**config.mk**
```make
export PLATFORM = sky130hd
export DESIGN_NAME = rv_decode_stage
export DESIGN_NICKNAME = d
export VERILOG_FILES = /design/src/rtl/rv_decode_pkg.sv /design/src/rtl/rv_imm_gen.sv /design/src/rtl/rv_decode_stage.sv
export SDC_FILE = /design/constraint.sdc
export NUM_CORES = 1
export LEC_CHECK = 0
export CORE_AREA = 4 4 112 114
export DETAILED_ROUTE_END_ITERATION = 6
export DIE_AREA = 0 0 116 118
export PLACE_DENSITY = 0.86
export SYNTH_ARGS = -nofsm -noshare
export SYNTH_HDL_FRONTEND = slang
export SYNTH_SLANG_ARGS = --single-unit
```
**constraint.sdc**
```tcl
create_clock -name clk -period 2.36 [get_ports clk]
set_input_delay 0.236 -clock clk [delete_from_list [all_inputs] [get_ports clk]]
set_output_delay 0.236 -clock clk [all_outputs]
set_load 0.03 [all_outputs]
```
**src/rtl/rv_decode_pkg.sv**
```systemverilog
// Shared types for the RISC-V decode stage: format codes, base opcodes and
// the decoded-entry record held in the stage's buffer registers.
package rv_decode_pkg;

  // Widest supported XLEN; narrower builds use the low bits of imm.
  localparam int IMM_MAX = 64;

  typedef enum logic [2:0] {
    FMT_R   = 3'd0,
    FMT_I   = 3'd1,
    FMT_S   = 3'd2,
    FMT_B   = 3'd3,
    FMT_U   = 3'd4,
    FMT_J   = 3'd5,
    FMT_ILL = 3'd7
  } fmt_e;

  localparam logic [6:0] OP_R      = 7'b0110011;
  localparam logic [6:0] OP_IMM    = 7'b0010011;
  localparam logic [6:0] OP_LOAD   = 7'b0000011;
  localparam logic [6:0] OP_JALR   = 7'b1100111;
  localparam logic [6:0] OP_STORE  = 7'b0100011;
  localparam logic [6:0] OP_BRANCH = 7'b1100011;
  localparam logic [6:0] OP_LUI    = 7'b0110111;
  localparam logic [6:0] OP_AUIPC  = 7'b0010111;
  localparam logic [6:0] OP_JAL    = 7'b1101111;
  localparam logic [6:0] OP_SYSTEM = 7'b1110011;

  typedef struct packed {
    logic [6:0]         opcode;
    logic [4:0]         rd;
    logic [4:0]         rs1;
    logic [4:0]         rs2;
    logic [2:0]         funct3;
    logic [6:0]         funct7;
    fmt_e               fmt;
    logic [IMM_MAX-1:0] imm;
    logic               illegal;
  } entry_t;

  // Raw fields are passed through even for illegal words.
  function automatic entry_t make_entry(input logic [31:0] instr,
                                        input fmt_e fmt,
                                        input logic [IMM_MAX-1:0] imm,
                                        input logic illegal);
    entry_t e;
    e.opcode  = instr[6:0];
    e.rd      = instr[11:7];
    e.funct3  = instr[14:12];
    e.rs1     = instr[19:15];
    e.rs2     = instr[24:20];
    e.funct7  = instr[31:25];
    e.fmt     = fmt;
    e.imm     = imm;
    e.illegal = illegal;
    return e;
  endfunction

endpackage

```
**src/rtl/rv_imm_gen.sv**
```systemverilog
// Combinational format classifier and immediate generator for one
// 32-bit RISC-V instruction word.
module rv_imm_gen
  import rv_decode_pkg::*;
#(
  parameter int XLEN        = 32,
  parameter int FLAG_SYSTEM = 1
) (
  input  logic [31:0]     instr,
  output fmt_e            fmt,
  output logic [XLEN-1:0] imm,
  output logic            illegal
);

  logic [31:0] imm32;

  always_comb begin
    fmt = FMT_ILL;
    case (instr[6:0])
      OP_R:                      fmt = FMT_R;
      OP_IMM, OP_LOAD, OP_JALR:  fmt = FMT_I;
      OP_STORE:                  fmt = FMT_S;
      OP_BRANCH:                 fmt = FMT_B;
      OP_LUI, OP_AUIPC:          fmt = FMT_U;
      OP_JAL:                    fmt = FMT_J;
      OP_SYSTEM:                 fmt = (FLAG_SYSTEM != 0) ? FMT_I : FMT_ILL;
      default:                   fmt = FMT_ILL;
    endcase
    // Compressed/reserved encodings never reach a legal format.
    if (instr[1:0] != 2'b11) begin
      fmt = FMT_ILL;
    end
  end

  // Every immediate sign-extends cleanly from bit 31 of a 32-bit value,
  // so widen once at the end for XLEN=64.
  always_comb begin
    imm32 = '0;
    case (fmt)
      FMT_I: imm32 = {{20{instr[31]}}, instr[31:20]};
      FMT_S: imm32 = {{20{instr[31]}}, instr[31:25], instr[11:7]};
      FMT_B: imm32 = {{19{instr[31]}}, instr[31], instr[7], instr[30:25],
                      instr[11:8], 1'b0};
      FMT_U: imm32 = {instr[31:12], 12'b0};
      FMT_J: imm32 = {{11{instr[31]}}, instr[31], instr[19:12], instr[20],
                      instr[30:21], 1'b0};
      default: imm32 = '0;
    endcase
    imm       = {XLEN{imm32[31]}};
    imm[31:0] = imm32;
  end

  assign illegal = (fmt == FMT_ILL);

endmodule

```
**src/rtl/rv_decode_stage.sv**
```systemverilog
// Registered RISC-V decode stage: combinational decode feeding a main +
// skid register pair, with a registered in_ready for full throughput.
module rv_decode_stage
  import rv_decode_pkg::*;
#(
  parameter int XLEN        = 32,
  parameter int FLAG_SYSTEM = 1
) (
  input  logic            clk,
  input  logic            rst_n,
  input  logic            flush,
  input  logic            in_valid,
  output logic            in_ready,
  input  logic [31:0]     in_instr,
  output logic            out_valid,
  input  logic            out_ready,
  output logic [6:0]      out_opcode,
  output logic [4:0]      out_rd,
  output logic [4:0]      out_rs1,
  output logic [4:0]      out_rs2,
  output logic [2:0]      out_funct3,
  output logic [6:0]      out_funct7,
  output fmt_e            out_fmt,
  output logic [XLEN-1:0] out_imm,
  output logic            out_illegal
);

  fmt_e               dec_fmt;
  logic [XLEN-1:0]    dec_imm;
  logic               dec_illegal;
  logic [IMM_MAX-1:0] dec_imm_wide;
  entry_t             dec_entry;

  entry_t main_reg, main_next;
  entry_t skid_reg, skid_next;
  logic   main_valid_reg, main_valid_next;
  logic   skid_valid_reg, skid_valid_next;
  logic   accept;
  logic   pop;

  rv_imm_gen #(
    .XLEN        (XLEN),
    .FLAG_SYSTEM (FLAG_SYSTEM)
  ) u_imm_gen (
    .instr   (in_instr),
    .fmt     (dec_fmt),
    .imm     (dec_imm),
    .illegal (dec_illegal)
  );

  always_comb begin
    dec_imm_wide             = '0;
    dec_imm_wide[XLEN-1:0]   = dec_imm;
    dec_entry                = make_entry(in_instr, dec_fmt, dec_imm_wide, dec_illegal);
  end

  // in_ready is a flop output: the stage can always absorb one more word
  // while the skid slot is free.
  assign in_ready = !skid_valid_reg;
  assign accept   = in_valid && in_ready && !flush;
  assign pop      = main_valid_reg && out_ready;

  always_comb begin
    main_next       = main_reg;
    skid_next       = skid_reg;
    main_valid_next = main_valid_reg;
    skid_valid_next = skid_valid_reg;

    if (flush) begin
      main_valid_next = 1'b0;
      skid_valid_next = 1'b0;
    end else if (!main_valid_reg) begin
      // Skid is never occupied while main is empty.
      if (accept) begin
        main_next       = dec_entry;
        main_valid_next = 1'b1;
      end
    end else if (pop) begin
      if (skid_valid_reg) begin
        main_next       = skid_reg;
        skid_valid_next = 1'b0;
      end else if (accept) begin
        main_next       = dec_entry;
      end else begin
        main_valid_next = 1'b0;
      end
    end else if (accept) begin
      skid_next       = dec_entry;
      skid_valid_next = 1'b1;
    end
  end

  always_ff @(posedge clk or negedge rst_n) begin
    if (!rst_n) begin
      main_reg       <= '0;
      skid_reg       <= '0;
      main_valid_reg <= 1'b0;
      skid_valid_reg <= 1'b0;
    end else begin
      main_reg       <= main_next;
      skid_reg       <= skid_next;
      main_valid_reg <= main_valid_next;
      skid_valid_reg <= skid_valid_next;
    end
  end

  assign out_valid   = main_valid_reg;
  assign out_opcode  = main_reg.opcode;
  assign out_rd      = main_reg.rd;
  assign out_rs1     = main_reg.rs1;
  assign out_rs2     = main_reg.rs2;
  assign out_funct3  = main_reg.funct3;
  assign out_funct7  = main_reg.funct7;
  assign out_fmt     = main_reg.fmt;
  assign out_imm     = main_reg.imm[XLEN-1:0];
  assign out_illegal = main_reg.illegal;

  // Upper imm bits are constant zero in narrow builds.
  generate
    if (XLEN < IMM_MAX) begin : g_imm_pad
      logic imm_pad_unused;
      assign imm_pad_unused = ^main_reg.imm[IMM_MAX-1:XLEN];
    end
  endgenerate

endmodule

```
==> flow_summary_export.csv <==
group,metric,value,unit
layout,fin_cells,901,
placement,port_buffers,106,
route,vias,5442,
sta,final.setup.tns,0,ns
logic_synthesis,yosysSeqAreaShare,57.92,%
floorplanning,core_area,11420,µm²
clock_network,cts-root-buf,"clkbuf_16",
setup_path,crit_path_max_fanout,26,
clock_network,cts.htree.levels,4,
clock_network,cts_tree,"built",
logic_synthesis,yosysTopAreaCell,"dfrtp_1",
logic_synthesis,postSynthNetCount,671,
global_routing,overflow,0,
setup_path,cpMaxStageDelayCell,"or3b_1",
layout,syn_to_final_growth,32.40,%
placement,hpwl,11.72,mm
power_and_ir_drop,pwr_density_cell,950.5,nW/µm²
logic_synthesis,synth.area.top_cells,"dfrtp_1 58%, nand2_1 7.9%, a21oi_1 7.0%",
logic_synthesis,async_flop_share,100.0,%
layout,insertedDiodeCount,0,
global_routing,grt_pass1_vias,5616,
sta,max_freq,482.3,MHz
run,drv_cap,0,
floorplanning,fp.dieH,118,µm
sta,worst_pin_slew,0.6850,ns
setup_path,crit_path_cell_trace,"or3b_1, nor3b_4, buf_12, and2_1, a21oi_1",
sta,setup_violations,0,
route,route.detailed.drc,0,
route,postRouteAntennaNets,0,
setup_path,cp-start-kind,"flip-flop",
global_routing,grt_util_all_layers,26.40,%
logic_synthesis,ys_ff_latch,138,
setup_path,crit_type,"reg2reg",
sta,clock_skew,0.009956,ns
logic_synthesis,yosysUniqueCellTypes,51,
route,firstDrtPassIters,5,
global_routing,antenna_found_initial,0,
clock_network,cts_sinks,138,
logic_synthesis,ys_dominant_reg_cell,"dfrtp_1",
setup_path,required,2.64,ns
clock_network,cts.clk_slew.worst_paths,0.06,ns
logic_synthesis,synth_cells,634,
logic_synthesis,yosys.area.top_type_share,57.92,%
placement,place.gp.congestion,0.9066,
layout,mostFrequentLayoutCell,"dfrtp_1",
power_and_ir_drop,p_leak,3.400,nW
setup_path,crit_buf_inv,1,
sta,final-hold-violation-count,0,
layout,largest_reg_flops,68,
layout,final_cell_mix,"138 x dfrtp_1, 126 x nand2_1, 105 x clkdlybuf4s50_1",
setup_path,worst_ep_arrival_time,2.35,ns
worst_hold_path,hold_path.class,"in2async",
clock_network,cts_buffers,17,
layout,drive_gt1_share,10.03,%
clock_network,cts_setup_buffers,0,
placement,dpl.cell_count,868,
floorplanning,die_width,116,µm
sta,finalCritPeriodShare,87.85,%
route,drt_iter0_drc,512,
setup_path,critPathTopFamily,"simple AND/OR/NAND/NOR gates",
power_and_ir_drop,vdd_drop_max,0.5177,mV
sta,slew_viol_final,0,
logic_synthesis,yosys_warnings,0,
floorplanning,start_util,52.21,%
floorplanning,dieArea,13690,µm²
floorplanning,num_rows,39,
logic_synthesis,avgSynthCellArea,9.404,µm²
layout,nets,782,
global_routing,grt_max_degree,75,
logic_synthesis,syn_area,5962,µm²
sta,period_minus_slack,2.073,ns
route,wl,17.21,mm
power_and_ir_drop,power,7.503,mW
clock_network,cts_max_path_buffers,2,
setup_path,crit_path_max_incr_delay,0.51,ns
route,vias_per_cell,6.040,
floorplanning,io_pins,107,
setup_path,crit_path_end_kind,"flip-flop",
setup_path,crit_path_start,"skid_valid_reg",
logic_synthesis,synth_edf_count,0,
clock_network,clock_latency,0.42,ns
status,status,"finished clean",
setup_path,reg2reg_from,"skid_valid_reg",
sta,relSlewSlack,54.33,%
global_routing,grt_first_pass_wirelength,28.52,mm
sta,rsz0062_at_grt,"false",
route,wl_per_cell,19.10,µm
-- stage by stage --
step	utilization [%]	worst slack [ns]	instance area (µm²)	hold slack [ns]
floorplan	-	0.4325	5962	-0.05959
global placement	63.85	0.1266	7291	0.2892
detailed placement	63.85	0.03595	7291	0.3075
CTS	69.13	0.2933	7894	0.4202
global route	69.13	0.2098	7894	0.4448
finish	69.13	0.2867	7894	0.4113
-- cell type report --
class                           count  area (µm²)
Fill cell                         813        3525
Timing Repair Buffer              142        1385
Multi-Input combinational cell    441        2265
Tap cell                          143       178.9
Clock inverter                     12       136.4
Clock buffer                       20       456.7
Inverter                            5       18.77
Sequential cell                   138        3453
-- cells by family after synthesis --
group / share of synthesized area, %
XOR/XNOR: 0.1469
multiplexers: 0.1889
buffers and inverters: 4.449
AO/OA/AOI/OAI: 19.20
flip-flops: 57.92
AND/OR/NAND/NOR: 18.09
-- worst register-to-register path: stages (launching register included) --
cell,delay [ns]
dfrtp_1,0.44
or3b_1,0.51
nor3b_4,0.27
buf_12,0.21
and2_1,0.37
a21oi_1,0.14
-- where the power goes --
| part | total [mW] | switching, mW | internal [mW] |
|---|---|---|---|
| Sequential | 3.14 | 0.300 | 2.84 |
| Combinational | 1.71 | 0.986 | 0.722 |
| Clock | 2.66 | 1.03 | 1.62 |
| Total | 7.50 | 2.32 | 5.18 |
-- cell usage after synthesis (2+ instances only) --
cell,number
nand2b_1,4
nor2b_1,3
and4b_1,2
or3b_1,2
a21oi_1,83
and2_1,6
a211oi_1,2
buf_6,4
nor2_1,70
nand4b_1,2
nor4_1,4
nand3b_1,2
a22o_1,6
a31oi_1,10
clkbuf_1,24
a22oi_1,8
nor4b_1,2
o21ai_1,4
inv_1,5
nor3_1,4
o22ai_1,59
o211ai_1,3
dfrtp_1,138
buf_2,20
nand3_1,11
o21ai_0,6
nand2_1,126
-- timing repair --
action                                 CTS  global route
gates resized for setup                  0             0
hold buffers                             1             0
endpoints found under the hold margin   70             0
-- per-layer routing --
metal	global-route usage, %	part of all wire (%)	vias to the layer above
li1	-	-	2454
met1	35.52	41	2644
met2	41.15	48	297
met3	5.347	7.8	47
met4	11.75	3.5	0
met5	0	0	-
-- path summary, 6_finish.rpt --
| kind | endpoint | slack [ns] | cells after the start |
|---|---|---|---|
| min in group clk | skid_reg[83] | 0.43 | 3 |
| hold reg to reg | skid_reg[95] | 0.48 | 2 |
| setup / recovery | skid_reg[14] | 0.29 | 5 |
| hold / removal | skid_valid_reg | 0.41 | 2 |
| max in group asynchronous | out_funct7[1] | 1.18 | 3 |
| setup reg to reg | skid_reg[14] | 0.29 | 5 |
(Power assumes the default switching activity.)
